<file path="config.mk">
export PLATFORM = sky130hd
export DESIGN_NAME = score_keeper_flat
export DESIGN_NICKNAME = d
export VERILOG_FILES = /design/src/rtl/score_keeper_if.sv /design/src/rtl/score_keeper.sv /design/src/flat_wrapper.sv
export SDC_FILE = /design/constraint.sdc
export NUM_CORES = 1
export LEC_CHECK = 0
export CORE_UTILIZATION = 58
export CTS_BUF_LIST = sky130_fd_sc_hd__clkbuf_2
export DETAILED_ROUTE_END_ITERATION = 16
export PLACE_DENSITY_LB_ADDON = 0.2
export SKIP_CTS_REPAIR_TIMING = 1
export SYNTH_ARGS = -nofsm -noshare
export SYNTH_HDL_FRONTEND = slang
export SYNTH_SLANG_ARGS = --single-unit
</file>
<file path="constraint.sdc">
create_clock -name clk_i -period 2.9 [get_ports clk_i]
set_input_delay 0.435 -clock clk_i [delete_from_list [all_inputs] [get_ports clk_i]]
set_output_delay 0.435 -clock clk_i [all_outputs]
set_load 0.005 [all_outputs]
</file>
<file path="src/rtl/score_keeper_if.sv">
// Bundle between the score keeper and its neighbours: goal/tick/start inputs
// plus the registered score, timer and serve outputs.
interface score_keeper_if;
  logic       clk_1ms;
  logic       start;
  logic       p1_goal;
  logic       p2_goal;
  logic [1:0] game_state;
  logic [3:0] p1_score;
  logic [3:0] p2_score;
  logic [5:0] match_sec;
  logic       ball_hold;
  logic       serve;
  logic       serve_dir;
  logic       time_up;

  modport master (
    output clk_1ms, start, p1_goal, p2_goal, game_state,
    input  p1_score, p2_score, match_sec, ball_hold, serve, serve_dir, time_up
  );

  modport slave (
    input  clk_1ms, start, p1_goal, p2_goal, game_state,
    output p1_score, p2_score, match_sec, ball_hold, serve, serve_dir, time_up
  );
endinterface

</file>
<file path="src/rtl/score_keeper.sv">
// Rally sequencer and match clock: counts goals, holds and serves the ball,
// and stops play on a win, a decoder-reported win or the match clock running out.
module score_keeper #(
  parameter int WIN_SCORE      = 5,
  parameter int SERVE_DELAY_MS = 1000,
  parameter int MS_PER_SEC     = 1000,
  parameter int MATCH_SECONDS  = 60
) (
  input  logic         clk_i,
  input  logic         reset_i,
  score_keeper_if.slave bus
);

  localparam int HW = $clog2(SERVE_DELAY_MS + 1);
  localparam int MW = (MS_PER_SEC > 1) ? $clog2(MS_PER_SEC) : 1;
  localparam logic [HW-1:0] HOLD_LAST = HW'(SERVE_DELAY_MS - 1);
  localparam logic [MW-1:0] MS_LAST   = MW'(MS_PER_SEC - 1);
  localparam logic [5:0]    SEC_LAST  = 6'(MATCH_SECONDS - 1);
  localparam logic [3:0]    WIN       = 4'(WIN_SCORE);

  typedef enum logic [1:0] {IDLE, HOLD, PLAY, OVER} state_e;

  state_e        stateQ, stateD;
  logic          clk1msQ;
  logic [HW-1:0] holdCntQ, holdCntD;
  logic [MW-1:0] msCntQ, msCntD;
  logic [3:0]    p1Q, p1D, p2Q, p2D;
  logic [5:0]    secQ, secD;
  logic          ballHoldQ, ballHoldD;
  logic          serveQ, serveD;
  logic          dirQ, dirD;
  logic          timeUpQ, timeUpD;
  logic          msTick;
  logic          goOver;

  assign msTick = bus.clk_1ms & ~clk1msQ;

  always_ff @(posedge clk_i) begin
    if (reset_i) begin
      stateQ    <= IDLE;
      clk1msQ   <= 1'b0;
      holdCntQ  <= '0;
      msCntQ    <= '0;
      p1Q       <= '0;
      p2Q       <= '0;
      secQ      <= '0;
      ballHoldQ <= 1'b1;
      serveQ    <= 1'b0;
      dirQ      <= 1'b0;
      timeUpQ   <= 1'b0;
    end else begin
      stateQ    <= stateD;
      clk1msQ   <= bus.clk_1ms;
      holdCntQ  <= holdCntD;
      msCntQ    <= msCntD;
      p1Q       <= p1D;
      p2Q       <= p2D;
      secQ      <= secD;
      ballHoldQ <= ballHoldD;
      serveQ    <= serveD;
      dirQ      <= dirD;
      timeUpQ   <= timeUpD;
    end
  end

  always_comb begin
    stateD    = stateQ;
    holdCntD  = holdCntQ;
    msCntD    = msCntQ;
    p1D       = p1Q;
    p2D       = p2Q;
    secD      = secQ;
    ballHoldD = ballHoldQ;
    serveD    = 1'b0;
    dirD      = dirQ;
    timeUpD   = timeUpQ;
    goOver    = 1'b0;

    case (stateQ)
      IDLE, OVER: begin
        ballHoldD = 1'b1;
        if (stateQ == IDLE) begin
          holdCntD = '0;
          msCntD   = '0;
        end
        if (bus.start) begin
          stateD   = HOLD;
          holdCntD = '0;
          msCntD   = '0;
          p1D      = '0;
          p2D      = '0;
          secD     = '0;
          timeUpD  = 1'b0;
          dirD     = 1'b0;
        end
      end
      HOLD: begin
        ballHoldD = 1'b1;
        if (msTick) begin
          if (holdCntQ == HOLD_LAST) begin
            serveD    = 1'b1;
            ballHoldD = 1'b0;
            stateD    = PLAY;
            holdCntD  = '0;
          end else begin
            holdCntD = holdCntQ + HW'(1);
          end
        end
      end
      PLAY: begin
        ballHoldD = 1'b0;
        if (bus.p1_goal && p1Q != WIN) p1D = p1Q + 4'd1;
        if (bus.p2_goal && p2Q != WIN) p2D = p2Q + 4'd1;
        // Next serve goes toward whoever just conceded; a double goal keeps direction.
        if (bus.p1_goal && !bus.p2_goal) dirD = 1'b1;
        if (bus.p2_goal && !bus.p1_goal) dirD = 1'b0;
        if (bus.p1_goal || bus.p2_goal) begin
          if (p1D == WIN || p2D == WIN) begin
            goOver = 1'b1;
          end else begin
            stateD    = HOLD;
            ballHoldD = 1'b1;
            holdCntD  = '0;
          end
        end
      end
      default: ;
    endcase

    if (stateQ == HOLD || stateQ == PLAY) begin
      if (msTick) begin
        if (msCntQ == MS_LAST) begin
          msCntD = '0;
          secD   = secQ + 6'd1;
          if (secQ == SEC_LAST) begin
            timeUpD = 1'b1;
            goOver  = 1'b1;
          end
        end else begin
          msCntD = msCntQ + MW'(1);
        end
      end
      if (bus.game_state[1]) goOver = 1'b1;
    end

    // Ending the match overrides any serve or return to HOLD chosen above.
    if (goOver) begin
      stateD    = OVER;
      serveD    = 1'b0;
      ballHoldD = 1'b1;
    end
  end

  assign bus.p1_score  = p1Q;
  assign bus.p2_score  = p2Q;
  assign bus.match_sec = secQ;
  assign bus.ball_hold = ballHoldQ;
  assign bus.serve     = serveQ;
  assign bus.serve_dir = dirQ;
  assign bus.time_up   = timeUpQ;

endmodule

</file>
<file path="src/flat_wrapper.sv">
// flat-port wrapper written by rule: the top's interface ports become plain ports
module score_keeper_flat 
#(
  parameter int WIN_SCORE      = 5,
  parameter int SERVE_DELAY_MS = 1000,
  parameter int MS_PER_SEC     = 1000,
  parameter int MATCH_SECONDS  = 60
)
  (clk_i, reset_i, bus_clk_1ms, bus_start, bus_p1_goal, bus_p2_goal, bus_game_state, bus_p1_score, bus_p2_score, bus_match_sec, bus_ball_hold, bus_serve, bus_serve_dir, bus_time_up);
  score_keeper_if bus_i ();
  input  logic clk_i;
  input  logic reset_i;
  input wire logic [$bits(bus_i.clk_1ms)-1:0] bus_clk_1ms;
  input wire logic [$bits(bus_i.start)-1:0] bus_start;
  input wire logic [$bits(bus_i.p1_goal)-1:0] bus_p1_goal;
  input wire logic [$bits(bus_i.p2_goal)-1:0] bus_p2_goal;
  input wire logic [$bits(bus_i.game_state)-1:0] bus_game_state;
  output wire logic [$bits(bus_i.p1_score)-1:0] bus_p1_score;
  output wire logic [$bits(bus_i.p2_score)-1:0] bus_p2_score;
  output wire logic [$bits(bus_i.match_sec)-1:0] bus_match_sec;
  output wire logic [$bits(bus_i.ball_hold)-1:0] bus_ball_hold;
  output wire logic [$bits(bus_i.serve)-1:0] bus_serve;
  output wire logic [$bits(bus_i.serve_dir)-1:0] bus_serve_dir;
  output wire logic [$bits(bus_i.time_up)-1:0] bus_time_up;
  assign bus_i.clk_1ms = bus_clk_1ms;
  assign bus_i.start = bus_start;
  assign bus_i.p1_goal = bus_p1_goal;
  assign bus_i.p2_goal = bus_p2_goal;
  assign bus_i.game_state = bus_game_state;
  assign bus_p1_score = bus_i.p1_score;
  assign bus_p2_score = bus_i.p2_score;
  assign bus_match_sec = bus_i.match_sec;
  assign bus_ball_hold = bus_i.ball_hold;
  assign bus_serve = bus_i.serve;
  assign bus_serve_dir = bus_i.serve_dir;
  assign bus_time_up = bus_i.time_up;
  score_keeper #(.WIN_SCORE(WIN_SCORE), .SERVE_DELAY_MS(SERVE_DELAY_MS), .MS_PER_SEC(MS_PER_SEC), .MATCH_SECONDS(MATCH_SECONDS)) u_core (.clk_i(clk_i), .reset_i(reset_i), .bus(bus_i));
endmodule
</file>
Yosys cells after proc, flatten, opt, wreduce, memory -nomap -nowiden
Index checks and enable logic that the tools add are counted.
{"block": "word_totals", "out_inout_bits": 18, "wordCells": 115, "in_bits": 8, "reg_bits": 41}
{"block": "classes", "n_reduce_logical": 18, "bitwise_logic": 4, "n_mux": 56, "n_addsub": 5, "n_eq_ne": 21}
{"operator": "2-to-1 mux 10 bit", "count": 12}
{"operator": "2-to-1 mux 6 bit", "count": 5}
{"operator": "one-hot mux 10 bit (3 select lines)", "count": 1}
{"operator": "2-to-1 mux 1 bit", "count": 22}
{"operator": "adder 10 x 1 -> 10 bit, second input constant", "count": 2}
{"operator": "equality test 10 bit, second input constant", "count": 2}
{"operator": "2-to-1 mux 4 bit", "count": 5}
{"operator": "one-hot mux 4 bit (2 select lines)", "count": 2}
{"operator": "2-to-1 mux 2 bit", "count": 6}
{"operator": "!= test 3 x 1 -> 1 bit, second input constant", "count": 4}
{"operator": "!= test 3 x 2 -> 1 bit, second input constant", "count": 3}
{"operator": "adder 4 x 1 -> 4 bit, second input constant", "count": 2}
{"operator": "equality test 4 x 3 -> 1 bit, second input constant", "count": 2}
{"operator": "!= test 4 x 3 -> 1 bit, second input constant", "count": 2}
{"operator": "adder 6 x 1 -> 6 bit, second input constant", "count": 1}
{"operator": "equality test 6 bit, second input constant", "count": 1}
{"operator": "one-hot mux 2 bit (3 select lines)", "count": 1}
{"operator": "AND reduction 5 bit", "count": 1}
{"operator": "equality test 2 bit, second input constant", "count": 2}
{"operator": "logical AND 1 bit", "count": 4}
{"operator": "!= test 2 x 1 -> 1 bit, second input constant", "count": 2}
{"operator": "!= test 2 bit, second input constant", "count": 2}
{"operator": "AND reduction 4 bit", "count": 1}
{"operator": "OR reduction 2 bit", "count": 2}
{"operator": "12 further kinds", "count": 17}

Depth between registers and ports, before layout
{"block": "logic_depth", "depth_word": 16, "ltp_mapped": 10, "ltp_nobuf": 8}

Least setup slack after synthesis
OpenSTA, ideal clock, no wires.
{"block": "synth_timing", "path_type": "register to register", "startpoint": "register u_core.stateQ[1]", "endpoint": "register u_core.stateQ[0]", "setup_ns": 0.120, "arrival_time_ns": 2.051, "n_path_buf": 0, "t_required_ns": 2.780, "path_slack_ns": 0.730, "period_less_slack_ns": 2.170, "stages_incl_launch_ff": 9, "cell_sequence": "dfxtp_1 -> inv_1 -> ha_1 -> nand3b_1 -> nor4_4 -> a32o_2 -> nor2_1 -> o31a_1 -> o31a_1"}
{"block": "synth_via", "elab_chain_cells": 9, "elab_cells_between_ends": 20, "classes_between": "eq/ne: 8; mux: 8; reduce/logical: 4"}
{"item": "from (decl)", "line": "score_keeper.sv:23", "rtl": "state_e stateQ, stateD;"}
{"item": "from (signal assigned)", "line": "score_keeper.sv:52", "rtl": "stateQ <= stateD;"}
{"item": "equality test 2 bit", "line": "score_keeper.sv:79, score_keeper.sv:130"}
{"item": "2-to-1 mux 1 bit", "line": "score_keeper.sv:79", "rtl": "case (stateQ)"}
{"item": "2-to-1 mux 1 bit", "line": "score_keeper.sv:135", "rtl": "if (secQ == SEC_LAST) begin"}
{"item": "2-to-1 mux 1 bit", "line": "score_keeper.sv:132", "rtl": "if (msCntQ == MS_LAST) begin"}
{"item": "2-to-1 mux 1 bit", "line": "score_keeper.sv:131", "rtl": "if (msTick) begin"}
{"item": "2-to-1 mux 1 bit", "line": "score_keeper.sv:143", "rtl": "if (bus.game_state[1]) goOver = 1'b1;"}
{"item": "2-to-1 mux 1 bit", "line": "score_keeper.sv:130", "rtl": "if (stateQ == HOLD || stateQ == PLAY) begin"}
{"item": "!= test 3 x 1 -> 1 bit (no line) or != test 3 x 2 -> 1 bit (tied branches)"}
{"item": "AND reduction 5 bit (no line)"}
Parallel ways exist; a longest one is shown, timed or not.
A chain may end at the register's enable or synchronous reset.

Final worst setup path
{"block": "layout_timing", "startpoint": "register u_core.p2Q[0] (netlist: u_core.bus.p2_score[0])", "endpoint": "register u_core.holdCntQ[9]"}
{"block": "layout_via", "elab_chain_cells": 8, "elab_cells_between_ends": 9, "classes_between": "add/sub: 1; eq/ne: 3; mux: 2; reduce/logical: 3"}
{"item": "from (decl)", "line": "score_keeper.sv:27", "rtl": "logic [3:0] p1Q, p1D, p2Q, p2D;"}
{"item": "from (signal assigned)", "line": "score_keeper.sv:57", "rtl": "p2Q <= p2D;"}
{"item": "branches (longest 2 deep; another with adder 4 x 1 -> 4 bit)"}
{"item": "2-to-1 mux 4 bit *", "line": "score_keeper.sv:113", "rtl": "if (bus.p2_goal && p2Q != WIN) p2D = p2Q + 4'd1;"}
{"item": "2-to-1 mux 4 bit *", "line": "score_keeper.sv:79"}
{"item": "equality test 4 x 3 -> 1 bit *", "line": "score_keeper.sv:118", "rtl": "if (p1D == WIN || p2D == WIN) begin"}
{"item": "logical OR 1 bit *", "line": "score_keeper.sv:118"}
{"item": "!= test 2 bit (no line) *"}
{"item": "AND reduction 4 bit (no line) *"}
{"item": "to (signal assigned)", "line": "score_keeper.sv:54", "rtl": "holdCntQ <= holdCntD;"}
{"item": "to (decl)", "line": "score_keeper.sv:25", "rtl": "logic [HW-1:0] holdCntQ, holdCntD;"}
Every way passes the cells marked *. The select of a mux whose other input is x is not followed.

==> impl_metrics.py <==
metrics = {
    "place": {
        "port_buffers": 24,
        "hpwlAfterDp_um": 3820,
        "place.gp.congestion": 0.878,
    },
    "global_routing": {
        "grt_pass1_vias": 2091,
        "grt_max_degree": 36,
        "grt-ovfl-total": 0,
        "grt_pass1_wl_um": 9140,
        "antenna_found_initial": 0,
        "grt_usage_pct": 27.0,
    },
    "layout": {
        "antenna_cells": 0,
        "area_growth_pct": 14.8,
        "drive_above_1_share_pct": 8.18,
        "final_nets": 335,
        "fin_util_pct": 71.6,
    },
    "clock_network": {
        "h-tree-depth": 2,
        "cts_buffer_depth": 2,
        "cts.sinks": 41,
        "clock-root-buffer": "clkbuf_2",
        "cts_tree": "yes",
        "cts-buffers-inserted": 5,
        "clk_latency_ns": 0.41,
        "cts.clk_slew.worst_paths_ns": 0.21,
    },
    "timing": {
        "drv_slew": 0,
        "setup_viol_count_final": 0,
        "fmax_mhz": 412,
        "slew_headroom_pct": 61.9,
        "fin_tns_setup_ns": 0,
        "rsz0062_at_grt": "false",
        "fin_skew_ns": 0.0116,
        "hold-worst-slack_ns": 0.506,
        "timing.final.crit_share_pct": 83.6,
        "period_needed_ns": 2.43,
        "tightestPinTransition_ns": 0.569,
        "finalHoldViolCount": 0,
    },
    "worst_setup_path": {
        "required_ns": 3.26,
        "end_kind": "flop",
        "worstPathCellList": "ha_1 > nand2_1 > o21ai_1 > mux2i_2 > o32ai_2 > buf_4 > or4_1 > a21oi_1",
        "critPathLaunchType": "flop",
        "crit_fanout": 20,
        "critical-path-max-stage-delay_ns": 0.51,
        "crit_type": "reg2reg",
        "cpMaxStageDelayCell": "dfxtp_1",
        "critPathArrivalTime_ns": 2.78,
    },
    "floorplanning": {
        "die_height_um": 65.9,
        "pin_count": 26,
        "die_area_um2": 4350,
        "fp.dieW_um": 65.9,
        "start_util_pct": 62.4,
        "core_um2": 3800,
        "placementRows": 22,
    },
    "synthesis": {
        "synth_cells": 291,
        "synth_top_area_share_pct": 34.6,
        "synth_warnings": 0,
        "ys_top_cells_by_area": "dfxtp_1, nor2_1, a21oi_1",
        "syn_nets": 309,
        "synth.most_common_cell": "nor2_1",
        "synth_seq_cells": 41,
        "synth_area_per_cell_um2": 8.14,
        "synth_ff_type": "dfxtp_1",
        "synth_seq_area_share_pct": 34.6,
        "synth-edff-count": 0,
        "syn_area_um2": 2370,
        "synth.distinct_cells": 56,
        "synthTopCellsByCount": "nor2_1, dfxtp_1, a21oi_1",
        "async_reset_ff_share_pct": 0,
        "yosysTopAreaCell": "dfxtp_1",
    },
    "power": {
        "internal-power_w": 0.000795,
        "cellLeakagePower_nw": 0.994,
        "power.share.combinational_pct": 18.8,
        "sw_frac_of_total_pct": 29.8,
        "switchingPower_w": 0.000338,
        "vdd_drop_max_mv": 0.317,
        "power_frac_clock_pct": 29.7,
        "power.density_nw_per_um2": 416,
        "seqPwrFrac_pct": 51.5,
    },
    "drt": {
        "detail-route-antenna-nets": 0,
        "wl_um": 5310,
        "wire_per_inst_um": 14.5,
        "drt_iter0_drc": 116,
        "viasPerCell": 6.23,
        "first_pass_iters": 4,
        "dr_total_vias": 2281,
        "drc": 0,
    },
    "status": {
        "status": "finished, final reports clean",
    },
    "hold_path": {
        "hold_path.class": "reg2reg",
    },
    "job": {
        "cap_viol_max_count": 0,
    },
}
==> power groups by stage <==
stage / sequential [W] / combinational (W) / clock (W)
6_report: 0.000583 / 0.000213 / 0.000336
5_1_grt: 0.000585 / 0.000238 / 0.000367
4_1_cts: 0.000583 / 0.000211 / 0.000342
3_5_place_dp: 0.000594 / 0.000211 / 0
3_3_place_gp: 0.000594 / 0.000206 / 0
2_1_floorplan: 0.000592 / 0.000150 / 0
==> through the flow <==
step / total power, W / instance area (µm²) / instances / setup slack (ns)
2_1_floorplan: 0.000742 / 2370 / 291 / 0.730
3_3_place_gp: 0.000800 / 2650 / 358 / 0.345
3_5_place_dp: 0.000805 / 2650 / 358 / 0.300
4_1_cts: 0.00114 / 2720 / 366 / 0.475
5_1_grt: 0.00119 / 2720 / 366 / 0.286
6_report: 0.00113 / 2720 / 366 / 0.475
==> final timing paths <==
path | slack, ns | cells past startpoint | to | startpoint
max | 0.47 | 8 | u_core.holdCntQ[9]$_SDFFE_PP0P_ | u_core.bus.p2_score[0]$_SDFFE_PP0P_
min | 0.51 | 1 | u_core.msCntQ[8]$_SDFF_PP0_ | u_core.msCntQ[8]$_SDFF_PP0_
max reg2reg | 0.47 | 8 | u_core.holdCntQ[9]$_SDFFE_PP0P_ | u_core.bus.p2_score[0]$_SDFFE_PP0P_
min reg2reg | 0.51 | 1 | u_core.msCntQ[8]$_SDFF_PP0_ | u_core.msCntQ[8]$_SDFF_PP0_
==> per-layer routing <==
layer | GRT usage [%] | vias to the layer above | wire (µm)
met3 | 6.38 | 9 | 260
met1 | 33.2 | 1073 | 2390
met4 | 10.1 | 0 | 82
li1 | - | 1137 | -
met2 | 45.4 | 62 | 2570
met5 | 0 | - | 0
==> critical path: cells and delay by family (launching register included) <==
kind | cells | cell delay (ns)
simple gates | 2 | 0.59
compound gates | 3 | 0.53
buf+inv | 1 | 0.21
flops | 1 | 0.51
mux | 1 | 0.31
fa+ha+maj | 1 | 0.22
==> registers in the layout, indices dropped and copies added (netlist names), 2 cells and up <==
name and cells:
u_core.msCntQ 10, u_core.stateQ 2, u_core.bus.p2_score 4, u_core.bus.p1_score 4, u_core.holdCntQ 10, u_core.bus.match_sec 6
==> cell families after synthesis <==
kind of cell,after synthesis,share of synthesized area [%]
compound gates,85,24.1
xor+xnor,3,1.11
fa+ha+maj,10,5.28
buf+inv,20,4.01
flops,41,34.6
mux,2,1.06
simple gates,130,29.8
==> cells in the final DEF, fill, tap and decap left out, types with 6 or more instances in the layout <==
cell type / count
nand2_1: 17
a21oi_1: 25
dfxtp_1: 41
and3_1: 8
inv_1: 7
nor2_1: 47
clkdlybuf4s50_1: 24
nor3_1: 9
a211oi_1: 7
o31ai_1: 7
ha_1: 10
nor3b_1: 6
nand3_1: 11
o21ai_0: 13
buf_4: 6
==> cell type report <==
cell class	count	area [µm²]
inverter	9	33.8
fill	321	1080
clock buffer	5	25.0
multi-input combinational	230	1450
tap	48	60.1
timing repair buffer	30	285
clock inverter	3	41.3
sequential	41	821
Note: power is estimated with default switching activity, not from simulation.
